File: src/rtl/instr_encode_loader.sv
// Encodes mnemonic-level instruction requests into 32-bit MIPS words, queues them and
// writes them into instruction memory. Optional load/store ops: INSTR_ENC_LOAD_STORE_EN.
`timescale 1ns/1ps
module instr_encode_loader #(
    parameter int unsigned       DEPTH     = 4,
    parameter int unsigned       ADDR_W    = 32,
    parameter logic [ADDR_W-1:0] BASE_ADDR = '0
) (
    input  logic              clk,
    input  logic              rst_n,
    input  logic              req_valid,
    output logic              req_ready,
    input  logic [5:0]        req_op,
    input  logic [4:0]        req_rs,
    input  logic [4:0]        req_rt,
    input  logic [4:0]        req_rd,
    input  logic [4:0]        req_shamt,
    input  logic [15:0]       req_imm,
    input  logic [25:0]       req_target,
    input  logic              req_last,
    output logic              imem_we,
    output logic [ADDR_W-1:0] imem_addr,
    output logic [31:0]       imem_wdata,
    input  logic              imem_ack,
    output logic              done,
    output logic              err_illegal
);

    localparam int unsigned    PTR_W    = (DEPTH > 1) ? $clog2(DEPTH) : 1;
    localparam logic [PTR_W:0] FULL_CNT = (PTR_W + 1)'(DEPTH);

    localparam logic [1:0] ST_IDLE  = 2'd0;
    localparam logic [1:0] ST_WRITE = 2'd1;
    localparam logic [1:0] ST_DONE  = 2'd2;

    logic [32:0]       mem_q [DEPTH];
    logic [PTR_W-1:0]  wr_ptr_q, wr_ptr_d;
    logic [PTR_W-1:0]  rd_ptr_q, rd_ptr_d;
    logic [PTR_W:0]    count_q, count_d;
    logic [1:0]        state_q, state_d;
    logic [ADDR_W-1:0] addr_q, addr_d;
    logic              err_q, err_d;

    logic [31:0] enc_word;
    logic        enc_illegal;
    logic [5:0]  funct;
    logic        is_r;
    logic        shift_imm;
    logic        full, push, pop;
    logic [32:0] head;

    always_comb begin
        enc_word    = '0;
        enc_illegal = 1'b0;
        funct       = '0;
        is_r        = 1'b0;
        shift_imm   = 1'b0;
        case (req_op)
            6'd0:  enc_word = '0;
            6'd1:  begin is_r = 1'b1; funct = 6'h20; end
            6'd2:  begin is_r = 1'b1; funct = 6'h21; end
            6'd3:  begin is_r = 1'b1; funct = 6'h22; end
            6'd4:  begin is_r = 1'b1; funct = 6'h23; end
            6'd5:  begin is_r = 1'b1; funct = 6'h24; end
            6'd6:  begin is_r = 1'b1; funct = 6'h25; end
            6'd7:  begin is_r = 1'b1; funct = 6'h26; end
            6'd8:  begin is_r = 1'b1; funct = 6'h27; end
            6'd9:  begin is_r = 1'b1; funct = 6'h00; shift_imm = 1'b1; end
            6'd10: begin is_r = 1'b1; funct = 6'h02; shift_imm = 1'b1; end
            6'd11: begin is_r = 1'b1; funct = 6'h03; shift_imm = 1'b1; end
            6'd12: begin is_r = 1'b1; funct = 6'h04; end
            6'd13: begin is_r = 1'b1; funct = 6'h06; end
            6'd14: begin is_r = 1'b1; funct = 6'h07; end
            6'd15: begin is_r = 1'b1; funct = 6'h2a; end
            6'd16: begin is_r = 1'b1; funct = 6'h2b; end
            6'd17: begin is_r = 1'b1; funct = 6'h08; end
            6'd18: begin is_r = 1'b1; funct = 6'h09; end
            6'd19: enc_word = {6'h08, req_rs, req_rt, req_imm};
            6'd20: enc_word = {6'h09, req_rs, req_rt, req_imm};
            6'd21: enc_word = {6'h0c, req_rs, req_rt, req_imm};
            6'd22: enc_word = {6'h0d, req_rs, req_rt, req_imm};
            6'd23: enc_word = {6'h0e, req_rs, req_rt, req_imm};
            6'd24: enc_word = {6'h0a, req_rs, req_rt, req_imm};
            6'd25: enc_word = {6'h0b, req_rs, req_rt, req_imm};
            6'd26: enc_word = {6'h0f, 5'd0, req_rt, req_imm};
            6'd27: enc_word = {6'h04, req_rs, req_rt, req_imm};
            6'd28: enc_word = {6'h05, req_rs, req_rt, req_imm};
            6'd29: enc_word = {6'h06, req_rs, 5'd0, req_imm};
            6'd30: enc_word = {6'h07, req_rs, 5'd0, req_imm};
            // REGIMM branches are distinguished by the rt field
            6'd31: enc_word = {6'h01, req_rs, 5'd0, req_imm};
            6'd32: enc_word = {6'h01, req_rs, 5'd1, req_imm};
            6'd33: enc_word = {6'h02, req_target};
            6'd34: enc_word = {6'h03, req_target};
`ifdef INSTR_ENC_LOAD_STORE_EN
            6'd35: enc_word = {6'h20, req_rs, req_rt, req_imm};
            6'd36: enc_word = {6'h24, req_rs, req_rt, req_imm};
            6'd37: enc_word = {6'h21, req_rs, req_rt, req_imm};
            6'd38: enc_word = {6'h25, req_rs, req_rt, req_imm};
            6'd39: enc_word = {6'h23, req_rs, req_rt, req_imm};
            6'd40: enc_word = {6'h28, req_rs, req_rt, req_imm};
            6'd41: enc_word = {6'h29, req_rs, req_rt, req_imm};
            6'd42: enc_word = {6'h2b, req_rs, req_rt, req_imm};
`endif
            default: enc_illegal = 1'b1;
        endcase
        if (is_r) begin
            enc_word = {6'h00,
                        shift_imm ? 5'd0 : req_rs,
                        (req_op == 6'd17 || req_op == 6'd18) ? 5'd0 : req_rt,
                        (req_op == 6'd17) ? 5'd0 : req_rd,
                        shift_imm ? req_shamt : 5'd0,
                        funct};
        end
    end

    always_comb begin
        head      = mem_q[rd_ptr_q];
        full      = (count_q == FULL_CNT);
        push      = req_valid && !full;
        pop       = (state_q == ST_WRITE) && imem_ack;
        count_d   = count_q + (PTR_W + 1)'(push) - (PTR_W + 1)'(pop);
        wr_ptr_d  = wr_ptr_q + PTR_W'(push);
        rd_ptr_d  = rd_ptr_q + PTR_W'(pop);
        err_d     = err_q | (push & enc_illegal);
        state_d   = state_q;
        addr_d    = addr_q;
        case (state_q)
            ST_IDLE: begin
                if (count_q != '0) state_d = ST_WRITE;
            end
            ST_WRITE: begin
                // count_d includes a same-cycle push, so a refill keeps writes back-to-back
                if (pop) begin
                    addr_d = addr_q + ADDR_W'(4);
                    if (head[32])            state_d = ST_DONE;
                    else if (count_d == '0)  state_d = ST_IDLE;
                end
            end
            ST_DONE: begin
                addr_d  = BASE_ADDR;
                state_d = (count_q != '0) ? ST_WRITE : ST_IDLE;
            end
            default: state_d = ST_IDLE;
        endcase
    end

    always_ff @(posedge clk) begin
        if (push) mem_q[wr_ptr_q] <= {req_last, enc_word};
    end

    always_ff @(posedge clk or negedge rst_n) begin
        if (!rst_n) begin
            wr_ptr_q <= '0;
            rd_ptr_q <= '0;
            count_q  <= '0;
            state_q  <= ST_IDLE;
            addr_q   <= BASE_ADDR;
            err_q    <= 1'b0;
        end else begin
            wr_ptr_q <= wr_ptr_d;
            rd_ptr_q <= rd_ptr_d;
            count_q  <= count_d;
            state_q  <= state_d;
            addr_q   <= addr_d;
            err_q    <= err_d;
        end
    end

    assign req_ready   = !full;
    assign imem_we     = (state_q == ST_WRITE);
    assign imem_addr   = addr_q;
    assign imem_wdata  = imem_we ? head[31:0] : '0;
    assign done        = (state_q == ST_DONE);
    assign err_illegal = err_q;

endmodule

File: config.mk
export PLATFORM = sky130hd
export DESIGN_NAME = instr_encode_loader
export DESIGN_NICKNAME = d
export VERILOG_FILES = /design/src/rtl/instr_encode_loader.sv
export SDC_FILE = /design/constraint.sdc
export NUM_CORES = 1
export LEC_CHECK = 0
export BUFFER_PORTS_ARGS = -buffer_cell sky130_fd_sc_hd__buf_4
export CAP_MARGIN = 25
export CORE_MARGIN = 2
export CORE_UTILIZATION = 60
export CTS_CLUSTER_SIZE = 16
export DETAILED_ROUTE_END_ITERATION = 6
export PLACE_DENSITY = 0.9
export SYNTH_ARGS = -nofsm -noshare
export SYNTH_HDL_FRONTEND = slang
export SYNTH_SLANG_ARGS = --single-unit
File: constraint.sdc
create_clock -name clk -period 10.6 [get_ports clk]
set_input_delay 2.12 -clock clk [delete_from_list [all_inputs] [get_ports clk]]
set_output_delay 2.12 -clock clk [all_outputs]
set_load 0.01 [all_outputs]
== Word-level counts from Yosys, hierarchy flattened ==
Memory sizes are Yosys's and may differ from the RTL's.
Index checks and enable logic that the tools add are counted.

* $mul: 0
* Bitwise operators: 2
* Equality and inequality tests: 40
* Shift-type cells: 0
* Magnitude comparators: 0
* Divide/modulo/power cells: 0
* Muxes and demuxes: 21
* Reductions and logical operators: 14
* Add/subtract/negate cells: 5

{| class="wikitable"
|+ Operator list
! cell !! number
|-
| $pmux 30 s16 || 1
|-
| $pmux 6 s17 || 1
|-
| $eq 6x5->1 const B || 16
|-
| $mux 32 || 3
|-
| $pmux 32 s2 || 1
|-
| $eq 6x4->1 const B || 8
|-
| $reduce_or 35->1 || 1
|-
| $add 32x3->32 const B || 1
|-
| $eq 6x3->1 const B || 4
|-
| $mux 5 || 4
|-
| $eq 6x6->1 const B || 3
|-
| $reduce_or 18->1 || 1
|-
| $eq 6x2->1 const B || 2
|-
| $mux 2 || 4
|-
| $eq 6x1->1 const B || 1
|-
| $logic_not 6->1 || 1
|-
| $mux 1 || 6
|-
| $pmux 2 s3 || 1
|-
| $add 2x1->2 || 2
|-
| $add 3x1->3 || 1
|-
| $eq 3x3->1 const B || 1
|-
| $logic_not 3->1 || 1
|-
| $ne 3x1->1 const B || 1
|-
| $reduce_and 3->1 || 1
|-
| other kinds (15) || 16
|}

* Bits of input ports: 73
* Latch bits: 0
* Register bits after elaboration: 42
* Bits in writable memories: 132
* Memories: 1
* Word-level logic and storage cells: 89
* Output and inout port bits: 68
* Bits in read-only memories: 0

{| class="wikitable"
|+ Memory list
! name !! words !! bits a word !! rd ports !! clocked after memory_dff !! write ports !! line !! RTL
|-
| mem_q || 4 || 33 || 1 || 0 || 1 || 36 || <nowiki>logic [32:0] mem_q [DEPTH];</nowiki>
|}

== Longest topological paths before layout ==
* Depth in word-level cells: 10
* Depth in mapped cells: 13
* Gate-level depth less buffers: 13

== Worst setup path after synthesis ==
No wires, ideal clock.

* Path type: input -> register
* From: input port req_valid
* To: memory mem_q[1][0] (enable)
* Path buffers: 0
* Stages: 2
* Arrival time: 4537 ps
* Slack: 5598 ps
* Data required time: 10136 ps
* Setup time: 464 ps
* Cells stage by stage: nand2_1 > nor3b_1

* Longest elaborated chain between the ends: 3

{| class="wikitable"
|+ Ends and longest elaborated chain
! what !! line !! RTL
|-
| start, declared || 11 || <nowiki>input logic req_valid,</nowiki>
|-
| $logic_and 1x1->1 || 120 || <nowiki>push = req_valid && !full;</nowiki>
|-
| $mux 1 || 149 || <nowiki>if (push) mem_q[wr_ptr_q] <= {req_last, enc_word};</nowiki>
|-
| $mux 1 (not written as such) || 149 ||
|-
| end, declared || 36 ||
|}

Every way passes these cells.

== Worst setup path in the final report ==
* From: register rd_ptr_q[1]
* To: output port imem_wdata[3]

* Longest elaborated chain between the ends: 2

{| class="wikitable"
|+ Ends and longest elaborated chain
! what !! line !! RTL
|-
| start, declared || 38 || <nowiki>logic [PTR_W-1:0] rd_ptr_q, rd_ptr_d;</nowiki>
|-
| start signal, assigned || 162 || <nowiki>rd_ptr_q <= rd_ptr_d;</nowiki>
|-
| $mem_v2 4x33 || -- ||
|-
| $mux 32 || 173 || <nowiki>assign imem_wdata = imem_we ? head[31:0] : '0;</nowiki>
|-
| end, declared || 23 || <nowiki>output logic [31:0] imem_wdata,</nowiki>
|}

Every way passes these cells.

==> results.md <==
* Status: finished, violations left
* Failing checks: design-rule violations
* Fin. Hold Viols at 0
* Die area at approximately 13000 µm²
* Vias at between 5000 and 6000
* Grt total ovfl at 0
* Post-CTS Setup Bufs at 0
* PortBufs at around 140
* Hpwl dp at around 12000 µm
* Antenna cells at 0
* Final core occ at 78.07%
* R2R Setup Slk at 8.01 ns
* Placeable Area at about 12000 µm²
* Initial DRC count at around 670
* Synth cell count leaders: 124 x edfxtp_1, 48 x nand2_1, 40 x dfrtp_1
* Reg clk slew, reported paths at roughly 0.060 ns
* Fillers at between 600 and 700
* Final min period at roughly 4.5 ns
* Vias in the first global route at 5288
* Leak pwr at ~3.8 nW
* Unique masters post-synth at between 50 and 60
* Endpoints failing setup at 0
* First-pass GRT wire length at around 28000 µm
* Clk sinks at 164
* H-Tree Depth at 4
* Max VDD drop at 0.0001256 V
* Area growth, synth to finish at 25.51%
* Top post-synthesis cells by area: edfxtp_1 49%, dfrtp_1 13%, mux4_2 9.3%
* #FFs+latches synth at around 160
* Worst skew pair latency at 0.43 ns
* # rows at 40
* Nets at roughly 760
* Max Fanout on Critical Path at 21
* CTS tree: yes
* Total Routing Usage GR at between 20 and 30%
* RePlAce Congestion at about 0.94
* Slew @ Worst Pin at roughly 0.93 ns
* WHS Path Cells at 1
* Area after DPL at 8695 µm²
* Max cap viols at 0
* Setup TNS at 0 ns
* Number of flops mapped to enable cells by yosys at about 120
* Syn Std Cell Area at between 7000 and 8000 µm²
* Clk_skew at ~0.0088 ns
* Hold Path Origin: err_illegal
* Origin of the worst setup path: rd_ptr_q[1]
* Async S/R FF share, synth at roughly 24%
* IO Count at between 100 and 150
* Post-Synthesis Cells at about 540
* Slew HR at between 30% and 40%
* Final ANT Viol Nets at 0
* Ys flop type: edfxtp_1
* Min Hold Slack at ~0.48 ns
* Pwr Total at ~2.4 mW
* Setup CP Type: flip-flop to primary output
* Max Freq at about 220 MHz
* PwrDens at 257.6 nW/µm²
* Seq/Total Area, Yosys at between 60% and 70%
* Post-route cell area at about 9500 µm²
* Clk Tree Root Cell: clkbuf_16
* Final worst slack at between 6 and 7 ns
* Worst Path Arrival at ~2.3 ns
* Slew Limit Fails at 0
* Pre-CTS setup slack at approximately 6.3 ns
* Clock Tree Buf Depth at 2
* Syn avg cell area at roughly 14 µm²
* RSZ-0062 raised after global routing: no
* CTS resizes at 0
* Initial Utilization at between 60% and 70%
* Min-Delay Path Class: flip-flop to flip-flop
* Chip Height at 116.1 µm
* Worst R2R End: state_q[0]
* Critical Path RT at around 8.5 ns
* R2R cell count at 13
* Reg-to-reg critical path startpoint: count_q[1]
* WL/cell at 21.78 µm
* WL final at approximately 19000 µm
* Die X at between 100 and 150 µm
* Count leader, synth: edfxtp_1
* Vias per inst at approximately 6.3
* Inst Count DP at 824
* Yosys warnings at 0
* Hold_buf cts at 0
* Fin crit share at 42.04%
* Top-area cell type share of the netlist area at 49.43%
* Drt first pass iters at 7
* Initial antenna violation count at 0
* Post-synth top area cell: edfxtp_1
* Non-filler cells, final at ~860
* WHS Endpoint: err_illegal
* DRC at 18
* Largest net degree at the start of global routing at 41
* Clock buffer count from CTS at 17
* Startpoint Class: flip-flop
* Share of layout cells above drive strength 1 at 31.75%
* Critical Path Sink Type: primary output
-- registers in the layout, summed over array words and instances, names as in the netlist --
register and flops:
rd_ptr_q 2, mem_q 124, imem_addr 30, err_illegal 1, state_q 2, wr_ptr_q 2
count_q 3
-- cell usage in the layout, fill, tap and decap left out, types with 5 or more instances in the layout --
cell	Yosys	layout
clkbuf_16	0	17
nor2_1	28	27
dfrtp_1	40	39
nor3_1	11	10
o21ai_0	18	18
a21o_1	6	6
a222oi_1	6	6
mux2i_1	10	10
xnor2_1	6	6
a22o_1	16	16
a21oi_1	8	8
nor2b_1	32	32
buf_4	4	140
o21ai_1	5	5
nand2_1	48	48
nand4_1	11	11
bufinv_16	0	7
mux4_2	31	31
inv_1	16	16
edfxtp_1	124	124
xor2_1	11	11
nand3_1	26	26
nand2b_1	5	5
-- worst max path at each step --
stage                    end  depth (start not counted)
2_1_floorplan    mem_q[1][0]                          2
3_3_place_gp   imem_wdata[3]                          3
3_5_place_dp    mem_q[0][10]                          5
4_1_cts        imem_wdata[3]                          4
5_1_grt                 done                          3
6_report       imem_wdata[3]                          4
-- logic make-up (layout without fill, tap and decap cells) --
family,count (synthesis),in the layout,synth area share (%)
AOI/OAI and AO/OA,81,81,7.707
adders and majority gates,5,5,0.8969
buffers and inverters,48,194,2.807
and+or+nand+nor,187,187,13.25
muxes,41,41,10.60
DFF,164,164,62.71
xor gates and xnor gates,17,17,1.976
other,1,4,0.04978
-- routing by layer --
layer  global-route usage [%]  part of all wire (%)  vias up
li1                         -                     -     2351
met1                    36.80                    37     2644
met2                    47.84                    51      383
met3                    6.015                   8.7       75
met4                    11.90                   3.7        0
met5                        0                     0        -
-- power by group --
| group | total [mW] | switching [mW] | internal, mW | leakage, nW |
|---|---|---|---|---|
| clock | 0.708 | 0.245 | 0.463 | 0.333 |
| combinational | 0.774 | 0.387 | 0.386 | 1.78 |
| sequential | 0.954 | 0.104 | 0.850 | 1.68 |
| total | 2.44 | 0.736 | 1.70 | 3.80 |
-- worst max-delay path, stage by stage (launching register included) --
cell and delay (ns):
dfrtp_1 0.72, buf_4 0.45, mux4_2 0.37, nor2b_1 0.16, buf_4 0.18
-- layout make-up --
type / count / area, µm² / area share, %
Inverter: 16 / 60.06 / 0.6352
Multi-Input combinational cell: 335 / 2628 / 27.79
Clock inverter: 15 / 260.3 / 2.752
Clock buffer: 17 / 425.4 / 4.499
Sequential cell: 164 / 4726 / 49.98
Tap cell: 168 / 210.2 / 2.223
Timing Repair Buffer: 146 / 1146 / 12.12
(Power assumes the default switching activity.)
